### config.mk
export PLATFORM = sky130hd
export DESIGN_NAME = sound_arbiter
export DESIGN_NICKNAME = d
export VERILOG_FILES = /design/src/rtl/sound_pkg.sv /design/src/rtl/tone_gen.sv /design/src/rtl/sound_arbiter.sv
export SDC_FILE = /design/constraint.sdc
export NUM_CORES = 1
export LEC_CHECK = 0
export BUFFER_PORTS_ARGS = -buffer_cell sky130_fd_sc_hd__buf_2
export CORE_ASPECT_RATIO = 0.75
export CORE_MARGIN = 1
export CORE_UTILIZATION = 50
export CTS_CLUSTER_SIZE = 28
export DETAILED_ROUTE_END_ITERATION = 10
export PLACE_DENSITY = 0.68
export SETUP_SLACK_MARGIN = 0.1
export SLEW_MARGIN = 30
export SYNTH_ARGS = -nofsm -noshare
export SYNTH_HDL_FRONTEND = slang
export SYNTH_SLANG_ARGS = --single-unit
### constraint.sdc
create_clock -name clk -period 3.5 [get_ports clk]
set_clock_uncertainty 0.05 [all_clocks]
set_input_delay 0.7 -clock clk [delete_from_list [all_inputs] [get_ports clk]]
set_output_delay 0.7 -clock clk [all_outputs]
set_load 0.005 [all_outputs]
### src/rtl/sound_pkg.sv
// ---------------------------------------------------------------------------
// sound_pkg
// Shared definitions for the game sound path: event codes (code value is also
// the priority, higher wins), arbiter states, the tone table (half-period in
// clocks, duration in video frames) and a priority picker.
// ---------------------------------------------------------------------------
package sound_pkg;

    typedef enum logic [1:0] {
        EV_TICK    = 2'd0,
        EV_EAT     = 2'd1,
        EV_SUCCESS = 2'd2,
        EV_FAILURE = 2'd3
    } event_e;

    typedef enum logic {
        ST_IDLE = 1'b0,
        ST_PLAY = 1'b1
    } state_e;

    // Indexed by event code.
    localparam int HALF_PERIOD [4] = '{6294, 12588, 8392, 62938};
    localparam int DURATION    [4] = '{1, 6, 30, 60};

    // Highest set code in v; EV_TICK when v is empty (callers qualify with |v).
    function automatic event_e highest(input logic [3:0] v);
        if (v[3])      return EV_FAILURE;
        else if (v[2]) return EV_SUCCESS;
        else if (v[1]) return EV_EAT;
        else           return EV_TICK;
    endfunction

endpackage

### src/rtl/tone_gen.sv
// ---------------------------------------------------------------------------
// tone_gen
// Square-wave generator: a half-period counter that runs 0..half-1 and toggles
// the tone bit on each wrap. restart_i zeroes the counter and forces the tone
// high; enable_i low parks the generator with the tone low.
// The next-cycle tone value is exported so the parent can register it together
// with its own gating without adding a cycle of latency.
//
// Ports:
//   clk, rst       clock, asynchronous active-high reset
//   enable_i       generator running (next cycle)
//   restart_i      start a new tone (counter 0, tone 1)
//   half_i         half-period in clocks, must be >= 1
//   tone_nxt_o     tone bit that will be held after this clock edge
// ---------------------------------------------------------------------------
module tone_gen #(
    parameter int HALF_W = 16
) (
    input  logic              clk,
    input  logic              rst,
    input  logic              enable_i,
    input  logic              restart_i,
    input  logic [HALF_W-1:0] half_i,
    output logic              tone_nxt_o
);

    logic [HALF_W-1:0] cnt_q, cnt_d;
    logic              tone_q, tone_d;

    // NOTE: every always_comb output gets a default first, so no path can
    // leave it unassigned and infer a latch.
    always_comb begin
        cnt_d  = cnt_q + HALF_W'(1);
        tone_d = tone_q;
        if (!enable_i) begin
            cnt_d  = '0;
            tone_d = 1'b0;
        end else if (restart_i) begin
            cnt_d  = '0;
            tone_d = 1'b1;
        end else if (cnt_q == half_i - HALF_W'(1)) begin
            cnt_d  = '0;
            tone_d = ~tone_q;
        end
    end

    // NOTE: state registers use non-blocking assignments so every flop samples
    // the pre-edge values regardless of block evaluation order.
    always_ff @(posedge clk or posedge rst) begin
        if (rst) begin
            cnt_q  <= '0;
            tone_q <= 1'b0;
        end else begin
            cnt_q  <= cnt_d;
            tone_q <= tone_d;
        end
    end

    assign tone_nxt_o = tone_d;

endmodule

### src/rtl/sound_arbiter.sv
// ---------------------------------------------------------------------------
// sound_arbiter
// Shares the single audio pin between the four game events. One-cycle request
// pulses are arbitrated by fixed priority; the winner plays its square wave
// for a table number of video frames. Lower requests wait in pending latches,
// higher requests preempt (the preempted tone is dropped), a repeat of the
// playing event reloads its duration without disturbing the phase.
//
// Ports:
//   clk, rst                         clock, asynchronous active-high reset
//   i_tick/i_eat/i_success/i_failure request pulses (codes 0..3)
//   i_frame                          one pulse per video frame
//   i_mute                           level; forces o_audio low
//   o_audio                          registered square wave
//   o_active                         tone playing
//   o_event                          code playing, valid with o_active
// ---------------------------------------------------------------------------
module sound_arbiter
    import sound_pkg::*;
#(
    parameter int SIM_DIV_SHIFT = 0,
    parameter int HALF_W        = 16,
    parameter int DUR_W         = 6
) (
    input  logic       clk,
    input  logic       rst,
    input  logic       i_tick,
    input  logic       i_eat,
    input  logic       i_success,
    input  logic       i_failure,
    input  logic       i_frame,
    input  logic       i_mute,
    output logic       o_audio,
    output logic       o_active,
    output logic [1:0] o_event
);

    // Table entries that do not fit the counters stop elaboration.
    for (genvar i = 0; i < 4; i++) begin : g_tbl_chk
        if ((HALF_PERIOD[i] >> HALF_W) != 0) begin : g_half_fatal
            $fatal(1, "sound_arbiter: HALF_PERIOD entry exceeds HALF_W");
        end
        if ((DURATION[i] >> DUR_W) != 0) begin : g_dur_fatal
            $fatal(1, "sound_arbiter: DURATION entry exceeds DUR_W");
        end
    end

    function automatic logic [HALF_W-1:0] eff_half(input event_e e);
        int h;
        h = HALF_PERIOD[e] >> SIM_DIV_SHIFT;
        if (h < 1) h = 1;
        return h[HALF_W-1:0];
    endfunction

    function automatic logic [DUR_W-1:0] dur_of(input event_e e);
        int d;
        d = DURATION[e];
        return d[DUR_W-1:0];
    endfunction

    state_e           state_q, state_d;
    event_e           cur_q, cur_d;
    logic [3:0]       pending_q, pending_d;
    logic [DUR_W-1:0] rem_q, rem_d;
    logic             audio_q;

    logic [3:0] req, cand;
    event_e     req_top, cand_top;
    logic       start;
    logic       tone_nxt;

    assign req      = {i_failure, i_success, i_eat, i_tick};
    assign cand     = req | pending_q;
    assign req_top  = highest(req);
    assign cand_top = highest(cand);

    always_comb begin
        state_d   = state_q;
        cur_d     = cur_q;
        rem_d     = rem_q;
        pending_d = pending_q | req;
        start     = 1'b0;

        case (state_q)
            ST_IDLE: begin
                if (|cand) start = 1'b1;
            end
            ST_PLAY: begin
                // Pending bits are always below cur, so a higher request is
                // also the top candidate.
                if (|req && (req_top > cur_q)) begin
                    start = 1'b1;
                end else if (req[cur_q]) begin
                    // Retrigger: a coinciding frame is not counted.
                    rem_d            = dur_of(cur_q);
                    pending_d[cur_q] = 1'b0;
                end else if (i_frame) begin
                    if (rem_q == DUR_W'(1)) begin
                        if (|cand) start = 1'b1;
                        else       state_d = ST_IDLE;
                    end else begin
                        rem_d = rem_q - DUR_W'(1);
                    end
                end
            end
            default: state_d = ST_IDLE;
        endcase

        if (start) begin
            state_d             = ST_PLAY;
            cur_d               = cand_top;
            rem_d               = dur_of(cand_top);
            pending_d[cand_top] = 1'b0;
        end
    end

    tone_gen #(
        .HALF_W (HALF_W)
    ) u_tone (
        .clk        (clk),
        .rst        (rst),
        .enable_i   (state_d == ST_PLAY),
        .restart_i  (start),
        .half_i     (eff_half(cur_d)),
        .tone_nxt_o (tone_nxt)
    );

    always_ff @(posedge clk or posedge rst) begin
        if (rst) begin
            state_q   <= ST_IDLE;
            cur_q     <= EV_TICK;
            pending_q <= '0;
            rem_q     <= '0;
            audio_q   <= 1'b0;
        end else begin
            state_q   <= state_d;
            cur_q     <= cur_d;
            pending_q <= pending_d;
            rem_q     <= rem_d;
            audio_q   <= tone_nxt & ~i_mute;
        end
    end

    assign o_audio  = audio_q;
    assign o_active = (state_q == ST_PLAY);
    assign o_event  = cur_q;

endmodule
# Word level (Yosys, flattened, before mapping)
# Index checks and enable logic that the tools add are counted.
dict set report classes {
  n_reduce_logical 8
  n_lt_le_gt_ge 9
  n_bitwise 12
  addsub 3
  n_mux 51
  eq_ne 4
}
# op n
set op_table {}
lappend op_table {{32-bit binary-select mux with 2-bit select} 3}
lappend op_table {{16-bit two-way mux} 4}
lappend op_table {{32-bit two-way mux} 2}
lappend op_table {{6-bit two-way mux} 10}
lappend op_table {{32-bit by 2-bit < comparator with 1-bit output, second input constant} 1}
lappend op_table {{1-bit two-way mux} 19}
lappend op_table {{16-bit by 1-bit adder with 16-bit output, second input constant} 1}
lappend op_table {{16-bit == test} 1}
lappend op_table {{4-bit two-way mux} 4}
lappend op_table {{16-bit by 1-bit subtractor with 16-bit output, second input constant} 1}
lappend op_table {{2-bit two-way mux} 5}
lappend op_table {{3-bit greater-or-equal comparator, second input constant} 3}
lappend op_table {{2-bit inverter with 3-bit output} 3}
lappend op_table {{4-bit bitwise AND} 2}
lappend op_table {{4-bit inverter} 2}
lappend op_table {{4-bit OR reduction} 2}
lappend op_table {{6-bit by 1-bit == test with 1-bit output, second input constant} 1}
lappend op_table {{2-bit by 3-bit < comparator with 1-bit output, second input constant} 2}
lappend op_table {{6-bit by 1-bit subtractor with 6-bit output, second input constant} 1}
lappend op_table {{1-bit demux with 2-bit select} 2}
lappend op_table {{2-bit by 1-bit greater-or-equal comparator with 1-bit output, second input constant} 2}
lappend op_table {{4-bit bitwise OR} 1}
lappend op_table {{4-bit AND reduction} 1}
lappend op_table {{1-bit logical AND} 3}
lappend op_table {{other kinds (9)} 11}
dict set report word_totals {
  out_inout_bits 4
  reg_bits 31
  inputBits 8
  wordCells 94
}

# Logic depth before layout (Yosys ltp)
dict set report depth {
  ltp_word 21
  ltp_mapped 19
  mapped_depth_nobuf 17
}

# Hierarchy
# A second synthesis with hierarchy kept.
dict set report unflattened {
  hier_cells 301
  area_unflattened_um2 2718.9
}
# mod seq_area_each_um2 cells_per_inst instances area_each_um2
set by_module_without_submodules {}
lappend by_module_without_submodules {tone_gen 425.4 157 1 1452.6}
lappend by_module_without_submodules {sound_arbiter 350.3 144 1 1266.2}

# Worst setup path after synthesis
# Ideal clock, no wire load.
dict set report synth_timing {
  path_type {input-to-reg}
  startpoint {in i_failure}
  endpoint {reg u_tone.cnt_q[13]}
  n_path_buf 2
  path_slack_ps -733
  cell_stages 18
  t_arrival_ps 4064
  cell_sequence {or2_2 > ha_1 > nor2b_1 > o211ai_1 > a2bb2oi_1 > buf_6 > nor2_1 > a21oi_1 > inv_1 > ha_1 > xnor2_1 > o21ai_0 > nor4_1 > o2111ai_1 > a2bb2o_1 > o21ai_4 > buf_6 > nor2_1}
}
dict set report synth_via {
  elab_chain_cells 20
  word_cells_on_any_way 33
  classes_between {add/sub (1); order compare (2); eq/ne (1); mux (24); bitwise (2); reduce/logical (3)}
}
# item line_no
set synth_lines {}
lappend synth_lines {{start: declaration} sound_arbiter.sv:30} ;# input logic i_failure,
lappend synth_lines {{4-bit bitwise OR} sound_arbiter.sv:73} ;# assign cand = req | pending_q;
lappend synth_lines {{4-bit OR reduction} {sound_arbiter.sv:86, sound_arbiter.sv:99}}
lappend synth_lines {{1-bit two-way mux} {sound_arbiter.sv:86, sound_arbiter.sv:99}}
lappend synth_lines {{1-bit two-way mux} sound_arbiter.sv:98} ;# if (rem_q == DUR_W'(1)) begin
lappend synth_lines {{1-bit two-way mux} sound_arbiter.sv:97} ;# end else if (i_frame) begin
lappend synth_lines {{1-bit two-way mux} sound_arbiter.sv:93} ;# end else if (req[cur_q]) begin
lappend synth_lines {{1-bit two-way mux} sound_arbiter.sv:91} ;# if (|req && (req_top > cur_q)) begin
lappend synth_lines {{1-bit case mux with 2 select lines} sound_arbiter.sv:84} ;# case (state_q)
lappend synth_lines {{(+1 left out)} --}
lappend synth_lines {{net cur_d[1]} sound_arbiter.sv:62} ;# event_e cur_q, cur_d;
lappend synth_lines {{(+4 left out)} --}
lappend synth_lines {{32-bit by 2-bit < comparator with 1-bit output} sound_arbiter.sv:51} ;# if (h < 1) h = 1;
lappend synth_lines {{16-bit two-way mux *} sound_arbiter.sv:51}
lappend synth_lines {{16-bit by 1-bit subtractor with 16-bit output *} tone_gen.sv:41} ;# end else if (cnt_q == half_i - HALF_W'(1)) begin
lappend synth_lines {{16-bit == test *} tone_gen.sv:41}
lappend synth_lines {{16-bit two-way mux *} tone_gen.sv:41}
lappend synth_lines {{16-bit two-way mux *} tone_gen.sv:38} ;# end else if (restart_i) begin
lappend synth_lines {{16-bit two-way mux *} tone_gen.sv:35} ;# if (!enable_i) begin
lappend synth_lines {{net u_tone.cnt_d[13]} tone_gen.sv:27} ;# logic [HALF_W-1:0] cnt_q, cnt_d;
lappend synth_lines {{end signal: assignment} tone_gen.sv:54} ;# cnt_q <= cnt_d;
lappend synth_lines {{end: declaration} tone_gen.sv:27}
# The timed path passes the listed nets; every way through them passes the cells marked *. The select of a mux whose other input is x is not followed.
# A chain may end at the register's enable or synchronous reset.

# Final worst setup path
dict set report layout_timing {
  startpoint {in i_failure}
  endpoint {reg u_tone.cnt_q[15]}
}
# The elaborated chain is that of the path after synthesis.

==> results.toml <==
[synth]
synth_async_sr_flop_share = 1.000
muxShareOfSynthArea = 0.03368
yosys_warnings = 0
synth_fa_ha_area_frac = 0.1278
ys_types = 45
syn_area_per_cell_um2 = 8.977
synth_cells = 240
netlist_top_cells_area = "dfrtp_1 (36%), ha_1 (13%), nor2_1 (7.1%), xor2_1 (4.9%), xnor2_1 (4.1%)"
synth_area_um2 = 2155
synth_top_area_frac = 0.3600
synth_seq_area_share = 0.3600
yosysTopAreaCell = "dfrtp_1"
yosys.area_share.simple = 0.2149
synth_edf_count = 0
synth_compound_area_frac = 0.1353
synth_seq_cells = 31
synthXorXnorAreaFrac = 0.08943
syn_nets = 270
synth_top_family_by_area = "simple AND/OR/NAND/NOR gates"
synthFlopType = "dfrtp_1"

[global_routing]
grt_overflow = 0
first_global_vias = 1664
antenna_found_initial = 0
track_usage = 0.2602
grt_start_max_net_pins = 32
grt_first_pass_wirelength_um = 8707

[final_layout]
syn_to_final_growth_pct = 28.28
final_cells = 341
drive_gt1_frac = 0.2552
final_cell_mix = "nor2_1 (40), dfrtp_1 (31), buf_4 (30)"
final_common_cell = "nor2_1"
antenna_cells = 0
stdcell_area_um2 = 2764
final_core_util = 0.6776
num-fill-cells = 318
final_nets = 315

[clocking]
cts_tree = "built"
cts_buffers = 5
clock-sinks = 31
cts_root_buffer = "clkbuf_8"
path_clk_slew_ns = 0.06
htreeDepth = 2
clk_latency_ns = 0.28
cts_buffer_depth = 2

[sta]
max_freq_mhz = 272.0
min_period_ns = 3.677
slew_viol_final = 0
slew_headroom = 0.7378
tightestPinTransition_ns = 0.3905
rsz0062_at_grt = "yes"
setup_slack_ns = -0.1769
setup_viol = 18
min_period_over_period = 1.051
hold_viol = 0

[setup_path]
critPathLaunchType = "input port"
r2r-end = "u_tone.cnt_q[15]$_DFF_PP0_"
r2r_start = "o_event[1]$_DFF_PP0_"
crit_path_end_kind = "register"
critPathArrivalTime_ns = 3.80
rr_worst_depth = 15
path_max_fanout = 16
critical_path_class = "in -> reg"
reg2reg_slack_ns = -0.06
cp.required_ns = 3.62

[detailed_routing]
viasPerCell = 5.293
finalWirelength_um = 5266
antenna_left = 0
routed-via-count = 1805
drt_iter0_drc = 104
wl_per_cell_um = 15.44
dr.pass1.iters = 5
drc = 0

[run_status]
violations = "negative setup slack"
status = "finished, violations left"

[floorplan]
die_x_um = 77.80
core_um2 = 4079
placementRows = 20
ios = 12
die_h_um = 58.85
die_area_um2 = 4579
start_util = 0.5282

[place]
placed_cell_area_um2 = 2554
dp_slack_ns = -0.6117
hpwl_um = 3981
place_inst = 330
gp_congestion = 0.8803
portBuffers = 11

[power]
p_total_mw = 1.633
p_leak_nw = 1.257
peakVddDrop_uv = 301.6
p_per_area_nw_per_um2 = 590.8

[job]
cap_violations = 0

[worst_hold_path]
hp-class = "in -> async"
-- area by class of cell --
class                           count  area (um2)  area share
Multi-Input combinational cell    191        1443      0.5220
Inverter                           13       48.80     0.01766
Clock buffer                        8       100.1     0.03622
Tap cell                           55       68.82     0.02490
Sequential cell                    31       775.7      0.2807
Timing Repair Buffer               43       327.8      0.1186
-- state kept, by name (all words and copies together), names as in the netlist --
| signal | cells |
|---|---|
| u_tone.cnt_q | 16 |
| rem_q | 6 |
| pending_q | 4 |
| o_event | 2 |
| o_active | 1 |
| o_audio | 1 |
| u_tone.tone_q | 1 |
-- Yosys cell counts (2+ instances only) --
cell type,instances
a211oi_1,2
a21oi_1,11
a221oi_1,4
and2_1,2
and3_1,5
buf_6,2
clkbuf_1,2
dfrtp_1,31
ha_1,22
inv_1,13
mux2i_1,5
nand2_1,20
nand2b_1,2
nand3_1,7
nand4_1,2
nor2_1,41
nor2b_1,3
nor3_1,7
nor4_1,2
o2111ai_1,3
o21ai_0,8
o22ai_1,2
or3_1,2
xnor2_1,10
xor2_1,12
-- per-stage QoR --
stage	TNS, ns	hold WS, ns
global route	-5.843	0.4771
global placement	-8.897	0.4759
floorplan	-8.333	0.4264
finish	-3.071	0.4373
detailed placement	-10.91	0.4853
CTS	-2.374	0.4536
-- routing by layer --
metal / vias to the layer above / track usage / share of wire
met1: 841 / 0.3957 / 0.52
met5: - / 0 / 0
met2: 42 / 0.3729 / 0.42
met4: 0 / 0.08356 / 0.0087
met3: 5 / 0.04651 / 0.047
li1: 917 / - / -
-- worst max-delay path by stage --
| stage | slack (ns) | endpoint | startpoint | cells past startpoint |
|---|---|---|---|---|
| floorplan | -0.51 | u_tone.cnt_q[13]$_DFF_PP0_ | i_failure | 18 |
| global placement | -0.51 | u_tone.tone_q$_DFF_PP0_ | i_failure | 17 |
| detailed placement | -0.61 | u_tone.cnt_q[3]$_DFF_PP0_ | i_failure | 18 |
| CTS | -0.14 | u_tone.cnt_q[15]$_DFF_PP0_ | i_failure | 18 |
| global route | -0.35 | o_audio$_DFF_PP0_ | i_failure | 17 |
| finish | -0.18 | u_tone.cnt_q[15]$_DFF_PP0_ | i_failure | 18 |
-- worst max-delay path, cell delays in order --
cell       delay, ns
buf_8           0.10
or2_4           0.25
ha_4            0.21
nor2b_4         0.12
o211ai_1        0.22
a2bb2oi_2       0.29
nor2_1          0.07
a21o_1          0.20
inv_2           0.12
ha_4            0.17
xor2_4          0.17
o2111ai_4       0.14
nor4_2          0.19
o2111ai_1       0.19
a2bb2o_4        0.28
o21ai_4         0.16
buf_12          0.15
nor2_1          0.05
-- power by group --
group	switching (mW)	internal (mW)
combinational	0.429	0.371
clock	0.130	0.179
sequential	0.0891	0.434
total	0.649	0.984
-- cell families (layout without fill, tap and decap cells) --
kind of cell,after synthesis,after routing
adders and majority gates,22,22
DFF,31,31
and+or+nand+nor,99,99
AOI/OAI and AO/OA,42,42
xor gates and xnor gates,22,22
buffers and inverters,18,64
muxes,6,6
-- timing repair --
item,4_1_cts,5_1_grt
pin swaps,3,0
hold buffers,0,0
resized for setup,12,2
endpoints found under the setup margin,18,18
buffers inserted,3,0
Note: power is estimated with default switching activity, not from simulation.
